$ cat config.mk
export PLATFORM = sky130hd
export DESIGN_NAME = eth_frame_splitter
export DESIGN_NICKNAME = d
export VERILOG_FILES = /design/src/rtl/eth_frame_splitter.sv
export SDC_FILE = /design/constraint.sdc
export NUM_CORES = 1
export LEC_CHECK = 0
export BUFFER_PORTS_ARGS = -buffer_cell sky130_fd_sc_hd__buf_2
export CORE_MARGIN = 2
export CORE_UTILIZATION = 39
export CTS_CLUSTER_DIAMETER = 80
export DETAILED_ROUTE_END_ITERATION = 12
export GPL_ROUTABILITY_DRIVEN = 0
export GPL_TIMING_DRIVEN = 0
export PLACE_DENSITY_LB_ADDON = 0.05
export RECOVER_POWER = 25
export SLEW_MARGIN = 25
export SYNTH_ARGS = -nofsm -noshare
export SYNTH_HDL_FRONTEND = slang
export SYNTH_SLANG_ARGS = --single-unit
export TNS_END_PERCENT = 20
$ cat constraint.sdc
create_clock -name CLOCK -period 2.4 [get_ports CLOCK]
set_clock_uncertainty 0.15 [all_clocks]
set_input_delay 0.24 -clock CLOCK [delete_from_list [all_inputs] [get_ports CLOCK]]
set_output_delay 0.24 -clock CLOCK [all_outputs]
set_load 0.1 [all_outputs]
$ cat src/rtl/eth_frame_splitter.sv
// Ethernet II frame splitter: parses dst/src/ethertype from the replay byte bus and
// streams the payload through a small FIFO with ready/valid output and pause backpressure.
module eth_frame_splitter #(
  parameter int FIFO_DEPTH   = 16,
  parameter int PAUSE_MARGIN = 4
) (
  input  logic        CLOCK,
  input  logic        RESET_N,
  input  logic        available,
  input  logic        datavalid,
  input  logic [7:0]  data,
  output logic        pause,
  output logic        hdr_valid,
  output logic [47:0] dst_mac,
  output logic [47:0] src_mac,
  output logic [15:0] ethertype,
  output logic        out_valid,
  output logic [7:0]  out_data,
  output logic        out_last,
  input  logic        out_ready,
  output logic [15:0] frame_count,
  output logic [15:0] runt_count,
  output logic        overflow
);

  localparam int AW = $clog2(FIFO_DEPTH);
  localparam int CW = AW + 1;
  localparam logic [CW-1:0] FULL_LVL  = CW'(FIFO_DEPTH);
  localparam logic [CW-1:0] PAUSE_LVL = CW'(FIFO_DEPTH - PAUSE_MARGIN);

  typedef enum logic [1:0] {S_IDLE, S_HDR, S_PAYLOAD} state_t;

  state_t        r_state, w_state_nxt;
  logic          r_synced;
  logic [3:0]    r_idx;
  logic [103:0]  r_hdr_sh;
  logic [111:0]  w_hdr;
  logic          r_hdr_valid;
  logic [47:0]   r_dst, r_src;
  logic [15:0]   r_type, r_frame_cnt, r_runt_cnt;
  logic [7:0]    r_hold_data;
  logic          r_hold_valid, r_hold_last;
  logic [8:0]    r_mem [FIFO_DEPTH];
  logic [AW-1:0] r_wr_ptr, r_rd_ptr;
  logic [CW-1:0] r_count, w_count_nxt;
  logic          r_overflow, r_pause;

  logic       w_accept, w_eof, w_hdr_done, w_runt, w_hold_load, w_hold_flush;
  logic       w_push, w_pop, w_full, w_wr;
  logic [8:0] w_push_word;

  // Until available has been seen low after reset we may be mid-frame, so stay deaf.
  assign w_accept = datavalid && ((r_state != S_IDLE) || (available && r_synced));
  assign w_eof    = !available && (r_state != S_IDLE);
  assign w_hdr    = {r_hdr_sh, data};

  // NOTE: every signal driven here gets a default first, otherwise paths that skip an
  // assignment infer a latch.
  always_comb begin
    w_state_nxt  = r_state;
    w_hdr_done   = 1'b0;
    w_runt       = 1'b0;
    w_hold_load  = 1'b0;
    w_hold_flush = 1'b0;
    w_push       = 1'b0;
    w_push_word  = '0;
    // A frame whose last byte arrived with EOF leaves it in hold; drain it now.
    if (r_hold_valid && r_hold_last) begin
      w_push       = 1'b1;
      w_push_word  = {1'b1, r_hold_data};
      w_hold_flush = 1'b1;
    end
    case (r_state)
      S_IDLE: if (w_accept) w_state_nxt = S_HDR;
      S_HDR: begin
        if (w_accept && r_idx == 4'd13) begin
          w_hdr_done  = 1'b1;
          w_state_nxt = w_eof ? S_IDLE : S_PAYLOAD;
        end else if (w_eof) begin
          w_runt      = 1'b1;
          w_state_nxt = S_IDLE;
        end
      end
      S_PAYLOAD: begin
        if (w_accept) begin
          w_hold_load = 1'b1;
          if (r_hold_valid) begin
            w_push      = 1'b1;
            w_push_word = {1'b0, r_hold_data};
          end
        end else if (w_eof && r_hold_valid) begin
          w_push       = 1'b1;
          w_push_word  = {1'b1, r_hold_data};
          w_hold_flush = 1'b1;
        end
        if (w_eof) w_state_nxt = S_IDLE;
      end
      default: w_state_nxt = S_IDLE;
    endcase
  end

  // NOTE: sequential state uses non-blocking assignments so every register samples
  // pre-edge values regardless of statement order.
  always_ff @(posedge CLOCK or negedge RESET_N) begin
    if (!RESET_N) r_state <= S_IDLE;
    else          r_state <= w_state_nxt;
  end

  always_ff @(posedge CLOCK or negedge RESET_N) begin
    if (!RESET_N) begin
      r_synced    <= 1'b0;
      r_idx       <= '0;
      r_hdr_sh    <= '0;
      r_hdr_valid <= 1'b0;
      r_dst       <= '0;
      r_src       <= '0;
      r_type      <= '0;
      r_frame_cnt <= '0;
      r_runt_cnt  <= '0;
    end else begin
      if (!available) r_synced <= 1'b1;
      if (w_state_nxt == S_IDLE)                      r_idx <= '0;
      else if (w_accept && r_state != S_PAYLOAD)      r_idx <= r_idx + 4'd1;
      if (w_accept && r_state != S_PAYLOAD) r_hdr_sh <= {r_hdr_sh[95:0], data};
      r_hdr_valid <= w_hdr_done;
      if (w_hdr_done) begin
        r_dst       <= w_hdr[111:64];
        r_src       <= w_hdr[63:16];
        r_type      <= w_hdr[15:0];
        r_frame_cnt <= r_frame_cnt + 16'd1;
      end
      if (w_runt) r_runt_cnt <= r_runt_cnt + 16'd1;
    end
  end

  always_ff @(posedge CLOCK or negedge RESET_N) begin
    if (!RESET_N) begin
      r_hold_data  <= '0;
      r_hold_valid <= 1'b0;
      r_hold_last  <= 1'b0;
    end else if (w_hold_load) begin
      r_hold_data  <= data;
      r_hold_valid <= 1'b1;
      r_hold_last  <= w_eof;
    end else if (w_hold_flush) begin
      r_hold_valid <= 1'b0;
      r_hold_last  <= 1'b0;
    end
  end

  assign w_full = (r_count == FULL_LVL);
  assign w_pop  = out_valid && out_ready;
  assign w_wr   = w_push && (!w_full || w_pop);

  always_comb begin
    w_count_nxt = r_count;
    if (w_wr && !w_pop)      w_count_nxt = r_count + CW'(1);
    else if (!w_wr && w_pop) w_count_nxt = r_count - CW'(1);
  end

  // NOTE: storage is left unreset; pointers and count alone define what is valid.
  always_ff @(posedge CLOCK) begin
    if (w_wr) r_mem[r_wr_ptr] <= w_push_word;
  end

  always_ff @(posedge CLOCK or negedge RESET_N) begin
    if (!RESET_N) begin
      r_wr_ptr   <= '0;
      r_rd_ptr   <= '0;
      r_count    <= '0;
      r_overflow <= 1'b0;
      r_pause    <= 1'b0;
    end else begin
      if (w_wr)  r_wr_ptr <= r_wr_ptr + AW'(1);
      if (w_pop) r_rd_ptr <= r_rd_ptr + AW'(1);
      r_count <= w_count_nxt;
      r_pause <= (w_count_nxt >= PAUSE_LVL);
      if (w_push && !w_wr) r_overflow <= 1'b1;
    end
  end

  // Gate the read port so stale storage never shows while empty.
  assign out_valid   = (r_count != '0);
  assign out_data    = out_valid ? r_mem[r_rd_ptr][7:0] : 8'h00;
  assign out_last    = out_valid ? r_mem[r_rd_ptr][8]   : 1'b0;
  assign pause       = r_pause;
  assign hdr_valid   = r_hdr_valid;
  assign dst_mac     = r_dst;
  assign src_mac     = r_src;
  assign ethertype   = r_type;
  assign frame_count = r_frame_cnt;
  assign runt_count  = r_runt_cnt;
  assign overflow    = r_overflow;

endmodule

==> impl_metrics.toml, run 1 <==
[clock_network]
root_buffer = "clkbuf_16"
cts_buffers = 47
cts.htree.levels = 2
clock_sinks = 425
cts_max_path_buffers = 3
cts_tree = "yes"
clk-insertion-delay-late_ns = 0.57
clk_pin_slew_ns = 0.06

[setup_path]
worstPathCellList = "buf_12, buf_12, mux4_2, mux4_2, and2_4, buf_12"
cp.arrival_ns = 2.69
path_max_fanout = 10
cpMostUsedCell = "buf_12"
path_delay_family = "multiplexers"
worstSetupEndpointType = "output port"
cp.required_ns = 2.01
critPathBufInv = 3
crit_type = "reg2out"
max_stage_delay_ns = 0.54
cp-start-kind = "register"
slowest_stage = "mux4_2"

[cells_and_area]
drive_gt1_frac = 0.228
final_util = 0.489
nNetsFinal = 1710
syn_to_final_growth_pct = 23.2
stdcell_count = 2261
final_area_sq_um = 20600

[sta]
timing.fmax_mhz = 325
period_needed_ns = 3.08
worst_pin_slew_ns = 1.20
hold-worst-slack_ns = 0.313
post-route-period-util = 1.28
maxSlewHeadroom = 0.198
worst_slack_ns = -0.678
finalSetupViolations = 276
rsz0062_at_grt = "yes"
slew_violations = 0
hold_violations = 0

[power]
pwr-share-comb = 0.228
p_int_mw = 14.1
clockPowerShare = 0.334
seqPwrFrac = 0.437
p_switching_mw = 6.24
total_power_mw = 20.3
switching_share = 0.308
p_leak_nw = 9.69
ir_worst_vdd_v = 0.000919
power_density_nw_per_um2 = 985

[die]
die_h_um = 211
initial_core_util = 0.397
fp-row-count = 75
io_pins = 170
dieArea_sq_um = 44500
fp.dieW_um = 211
coreArea_sq_um = 42100

[place]
numPortBuffers = 168
placed_cells = 2140
dpl-instance-area_sq_um = 18400
dp_hpwl_mm = 26.9

[global_route]
grt_pass1_wl_mm = 64.4
grt_usage = 0.189
grt_overflow = 0
grt_antenna_before_repair = 1
grt_max_degree = 91
grt_pass1_vias = 11190

[route]
drc = 0
ant_nets = 0
drt-initial-drc-count = 710
vias = 10862
wl_mm = 40.8
dr.pass1.iters = 5
wl_per_cell_um = 18.1
viasPerCell = 4.80

[logic_synthesis]
synth_cells = 1426
ys_warn_count = 0
synth-edff-count = 144
syn_area_sq_um = 16700
synthArstFlopShare = 0.661
yosys_register_bits = 425
syn_nets = 1450
yosysUniqueCellTypes = 47
syn_avg_cell_area_sq_um = 11.7
ys_seq_area_frac = 0.679
yosys_most_used_dff = "dfrtp_1"

[worst_hold_path]
holdCritPathClass = "in2reg"

[run_status]
status = "finished, violations left"
violations = "setup timing"

[run]
max_cap_violations = 0
cell usage in the layout (no fill, tap or decap), types with 4 or more instances in the layout:
| cell | instances |
|---|---|
| a21oi_1 | 5 |
| and2_2 | 6 |
| and2_4 | 20 |
| and3_1 | 7 |
| buf_1 | 9 |
| buf_12 | 16 |
| buf_2 | 161 |
| buf_4 | 19 |
| buf_6 | 9 |
| clkbuf_1 | 56 |
| clkbuf_16 | 50 |
| clkbuf_2 | 5 |
| clkbuf_4 | 4 |
| clkbuf_8 | 5 |
| dfrtp_1 | 280 |
| dlygate4sd3_1 | 12 |
| edfxtp_1 | 144 |
| ha_1 | 9 |
| inv_1 | 12 |
| mux2_2 | 9 |
| mux4_2 | 45 |
| nand2_1 | 682 |
| nand3_1 | 13 |
| nand4_1 | 11 |
| nor2_1 | 12 |
| nor2_4 | 9 |
| nor3_2 | 4 |
| nor3_4 | 4 |
| o21ai_0 | 7 |
| xnor2_1 | 28 |
| xor2_1 | 15 |
state kept, by name, indices dropped and copies added, names as in the netlist, 5 cells and up:
name,count
r_hdr_sh,104
r_mem,144
ethertype,16
src_mac,48
runt_count,16
r_count,5
dst_mac,48
r_hold_data,8
frame_count,16
logic make-up after synthesis:
family / share of synthesized area
xor gates and xnor gates: 0.0225
muxes: 0.0673
buffers and inverters: 0.0204
AOI/OAI and AO/OA: 0.0113
DFF: 0.679
and+or+nand+nor: 0.191
adders and majority gates: 0.00883
path summary, 6_finish.rpt:
check	startpoint	to	slack, ns	cells after the start
max	r_rd_ptr[0]	out_last	-0.68	6
min	data[3]	ethertype[3]	0.31	4
max reg2reg	r_state[1]	r_mem[9][0]	-0.23	8
min reg2reg	dst_mac[27]	dst_mac[27]	0.31	2
max in group asynchronous	RESET_N	hdr_valid	0.27	4
min in group asynchronous	RESET_N	r_rd_ptr[2]	0.68	3
tightest hold or removal path, stage by stage:
cell,delay [ns]
dlygate4sd3_1,0.51
buf_2,0.14
nand2_1,0.05
nand2_1,0.05
through the flow:
stage | setup WS [ns] | setup TNS, ns
floorplan | -0.186 | -6.76
global placement | -4.74 | -1500.26
detailed placement | -0.666 | -156.60
CTS | -0.750 | -6.73
global route | -0.760 | -101.68
finish | -0.678 | -41.30
timing repair:
action | 4_1_cts | 5_1_grt
gates cloned | 1 | 1
pin swaps | 8 | 12
hold endpoints to repair | 231 | 0
hold buffers | 14 | 0
resized for setup | 112 | 37
endpoints found under the setup margin | 433 | 338
setup buffers | 11 | 10
final cells by class:
class,count,area (sq um)
diodes,1,2.50
fillers,3839,21500
plain buffers,63,385
clock inverters,9,81.3
clock buffers,75,1350
inverters,15,63.8
well taps,539,674
repair buffers,212,1450
flip-flops and latches,425,11400
multi-input cells,922,5230
Yosys cell counts (all sizes together) (2+ instances only):
| master | instances | area share |
|---|---|---|
| inv | 15 | 0.0034 |
| o211ai | 3 | 0.0013 |
| nor3 | 10 | 0.0042 |
| o21ai | 7 | 0.0021 |
| nand2b | 3 | 0.0011 |
| nand4 | 12 | 0.0054 |
| dfrtp | 281 | 0.42 |
| clkbuf | 35 | 0.0079 |
| xnor2 | 28 | 0.015 |
| nor2 | 21 | 0.0049 |
| and2 | 26 | 0.0099 |
| ha | 11 | 0.0082 |
| a21oi | 6 | 0.0018 |
| a211oi | 3 | 0.0013 |
| mux2 | 9 | 0.0061 |
| xor2 | 15 | 0.0079 |
| nand2 | 683 | 0.15 |
| mux4 | 45 | 0.061 |
| a21o | 2 | 0.00090 |
| a31oi | 2 | 0.00075 |
| buf | 29 | 0.0092 |
| nand3 | 14 | 0.0045 |
| and3 | 9 | 0.0037 |
| edfxtp | 144 | 0.26 |
routing by layer:
layer,vias to the layer above,GRT usage,share of wire
met5,-,0,0
met4,0,0.0546,0.022
met3,57,0.0312,0.048
met2,214,0.304,0.47
met1,5369,0.265,0.46
li1,5222,-,-
power groups by stage:
stage | logic, mW | registers [mW] | clock network [mW]
CTS | 4.48 | 8.90 | 7.00
global placement | 3.76 | 9.01 | 0
global route | 4.99 | 9.00 | 7.29
finish | 4.64 | 8.88 | 6.79
floorplan | 2.67 | 9.12 | 0
detailed placement | 3.82 | 9.01 | 0
Note: power is estimated with default switching activity, not from simulation.
==> inputs of run 2 (changes only) <==
Settings changed: CORE_MARGIN 2 to default, REMOVE_ABC_BUFFERS from default to 1.
==> impl_metrics.toml, run 2 (synthesis gave the netlist of run 1 again) <==
[run_status]
status = "finished, violations left"
violations = "capacitance limit, slew limit, setup timing"

[setup_path]
ff2ff_path_depth = 4
crit_type = "reg2out"
reg2reg_to = "r_mem[13][2]"
path_max_fanout = 6
r2r_slack_ns = -0.21
cp.arrival_ns = 2.67
reg2reg_from = "r_state[0]"
cp.required_ns = 2.01
cp-start-kind = "register"
worstSetupEndpointType = "output port"

[die]
dieArea_sq_um = 43700
coreArea_sq_um = 42100
fp-row-count = 75
die_h_um = 209
io_pins = 170
fp.dieW_um = 209
initial_core_util = 0.397

[clock_network]
cts.htree.levels = 2
cts_max_path_buffers = 3
root_buffer = "clkbuf_16"
cts_buffers = 46
clk-insertion-delay-late_ns = 0.58
clock_sinks = 425
clk_pin_slew_ns = 0.06
cts_tree = "yes"

[sta]
hold_violations = 0
slew_violations = 62
worst_pin_slew_ns = 1.69
maxSlewHeadroom = -0.127
post-route-period-util = 1.28
timing.fmax_mhz = 327
worst_slack_ns = -0.662
finalSetupViolations = 228
rsz0062_at_grt = "yes"
tns_ns = -34.67
period_needed_ns = 3.06

[global_route]
grt_max_degree = 82
grt_pass1_wl_mm = 61.5
grt_pass1_vias = 10817
grt_usage = 0.180
grt_antenna_before_repair = 1
grt_overflow = 0

[worst_hold_path]
holdCritPathClass = "in2reg"
hold_depth = 4
worstHoldStart = "data[2]"
holdPathEnd = "r_hdr_sh[2]"

[place]
dp_hpwl_mm = 23.6
numPortBuffers = 169
pre_cts_ws_ns = -0.645

[power]
seqPwrFrac = 0.435
clockPowerShare = 0.350
p_int_mw = 14.4
pwr-share-comb = 0.215
p_switching_mw = 6.16
power_density_nw_per_um2 = 994
p_leak_nw = 9.70
ir_worst_vdd_v = 0.000635
switching_share = 0.300

[cells_and_area]
final_common_cell = "nand2_1"
final_util = 0.490
diodes = 0
syn_to_final_growth_pct = 23.4
largest_register_ff_count = 144
nNetsFinal = 1659
final_cell_mix = "nand2_1 (681), dfrtp_1 (277), buf_2 (153), edfxtp_1 (144), clkbuf_16 (47)"
top_regs = "r_mem: 144 flops, r_hdr_sh: 104 flops"
top_register = "r_mem"
drive_gt1_frac = 0.236

[route]
wl_met2_mm = 18.2
wl_met3_mm = 2.20
wl_mm = 37.7
m1WireLength_mm = 16.7
dr.pass1.iters = 5
viasPerCell = 4.79
ant_nets = 0
vias = 10570
top_layer_used = "met4"
drc = 0
wl_per_cell_um = 17.1
drt-initial-drc-count = 537

[run]
max_cap_violations = 1
-- run 2: cell types whose count changed in the layout (fill, tap and decap cells not counted), sizes merged --
cell,delta
buf,-12
bufinv,+3
clkbuf,-45
clkdlybuf4s15,-1
clkinvlp,+1
diode,-1
inv,+2
-- run 2: what timing repair did --
| item | CTS | global route |
|---|---|---|
| hold buffers | 12 | 0 |
| endpoints found under the hold margin | 243 | 0 |
| endpoints found under the setup margin | 372 | 257 |
| buffers inserted | 15 | 2 |
| gates cloned | 3 | 1 |
| pin swaps | 9 | 7 |
| gates resized for setup | 88 | 21 |
-- run 2: layout make-up --
class                   count  area [sq um]
multi-input cells         922          5210
inverters                  15          72.6
flip-flops and latches    425         11400
clock buffers              68          1340
repair inverters            1          8.76
well taps                 539           674
clock inverters            14           194
fillers                  3853         21500
repair buffers            224          1770
-- run 2: stage by stage --
| stage | cells | power (mW) | hold slack (ns) | cell area, sq um |
|---|---|---|---|---|
| 5_1_grt | 2208 | 21.5 | 0.287 | 20600 |
| 6_report | 2208 | 20.5 | 0.286 | 20600 |
| 3_5_place_dp | 2094 | 12.7 | 0.0813 | 18400 |
| 3_3_place_gp | 2070 | 12.5 | 0.293 | 18000 |
| 4_1_cts | 2206 | 20.8 | 0.0719 | 20600 |
| 2_1_floorplan | 1362 | 11.6 | -0.206 | 16400 |
-- run 2: worst max path at each step --
stage | cells after the start | end | slack (ns) | start
final | 6 | out_data[1] | -0.66 | r_rd_ptr[0]
after global routing | 6 | out_data[1] | -0.75 | r_rd_ptr[0]
after global placement | 9 | frame_count[12] | -8.50 | r_idx[1]
after detailed placement | 6 | r_mem[11][2] | -0.64 | r_state[1]
after floorplan | 9 | frame_count[14] | -4.02 | r_idx[1]
after CTS | 6 | out_data[7] | -0.72 | r_rd_ptr[0]
-- run 2: worst max-delay path, cell delays in order (launching register included) --
cell	delay, ns
dfrtp_4	0.46
buf_12	0.14
buf_16	0.14
mux4_2	0.54
mux4_2	0.47
and2_4	0.18
buf_12	0.16
-- run 2: power groups by stage --
| stage | clock network [mW] | registers, mW | logic (mW) |
|---|---|---|---|
| floorplan | 0 | 9.38 | 2.22 |
| global placement | 0 | 9.36 | 3.14 |
| detailed placement | 0 | 9.12 | 3.56 |
| CTS | 7.42 | 8.92 | 4.41 |
| global route | 7.71 | 9.05 | 4.77 |
| finish | 7.19 | 8.92 | 4.41 |
-- run 2: metal layers --
metal | global-route usage | up-vias
met5 | 0 | -
met4 | 0.0423 | 0
met3 | 0.0523 | 45
met2 | 0.291 | 164
met1 | 0.238 | 5264
li1 | - | 5097
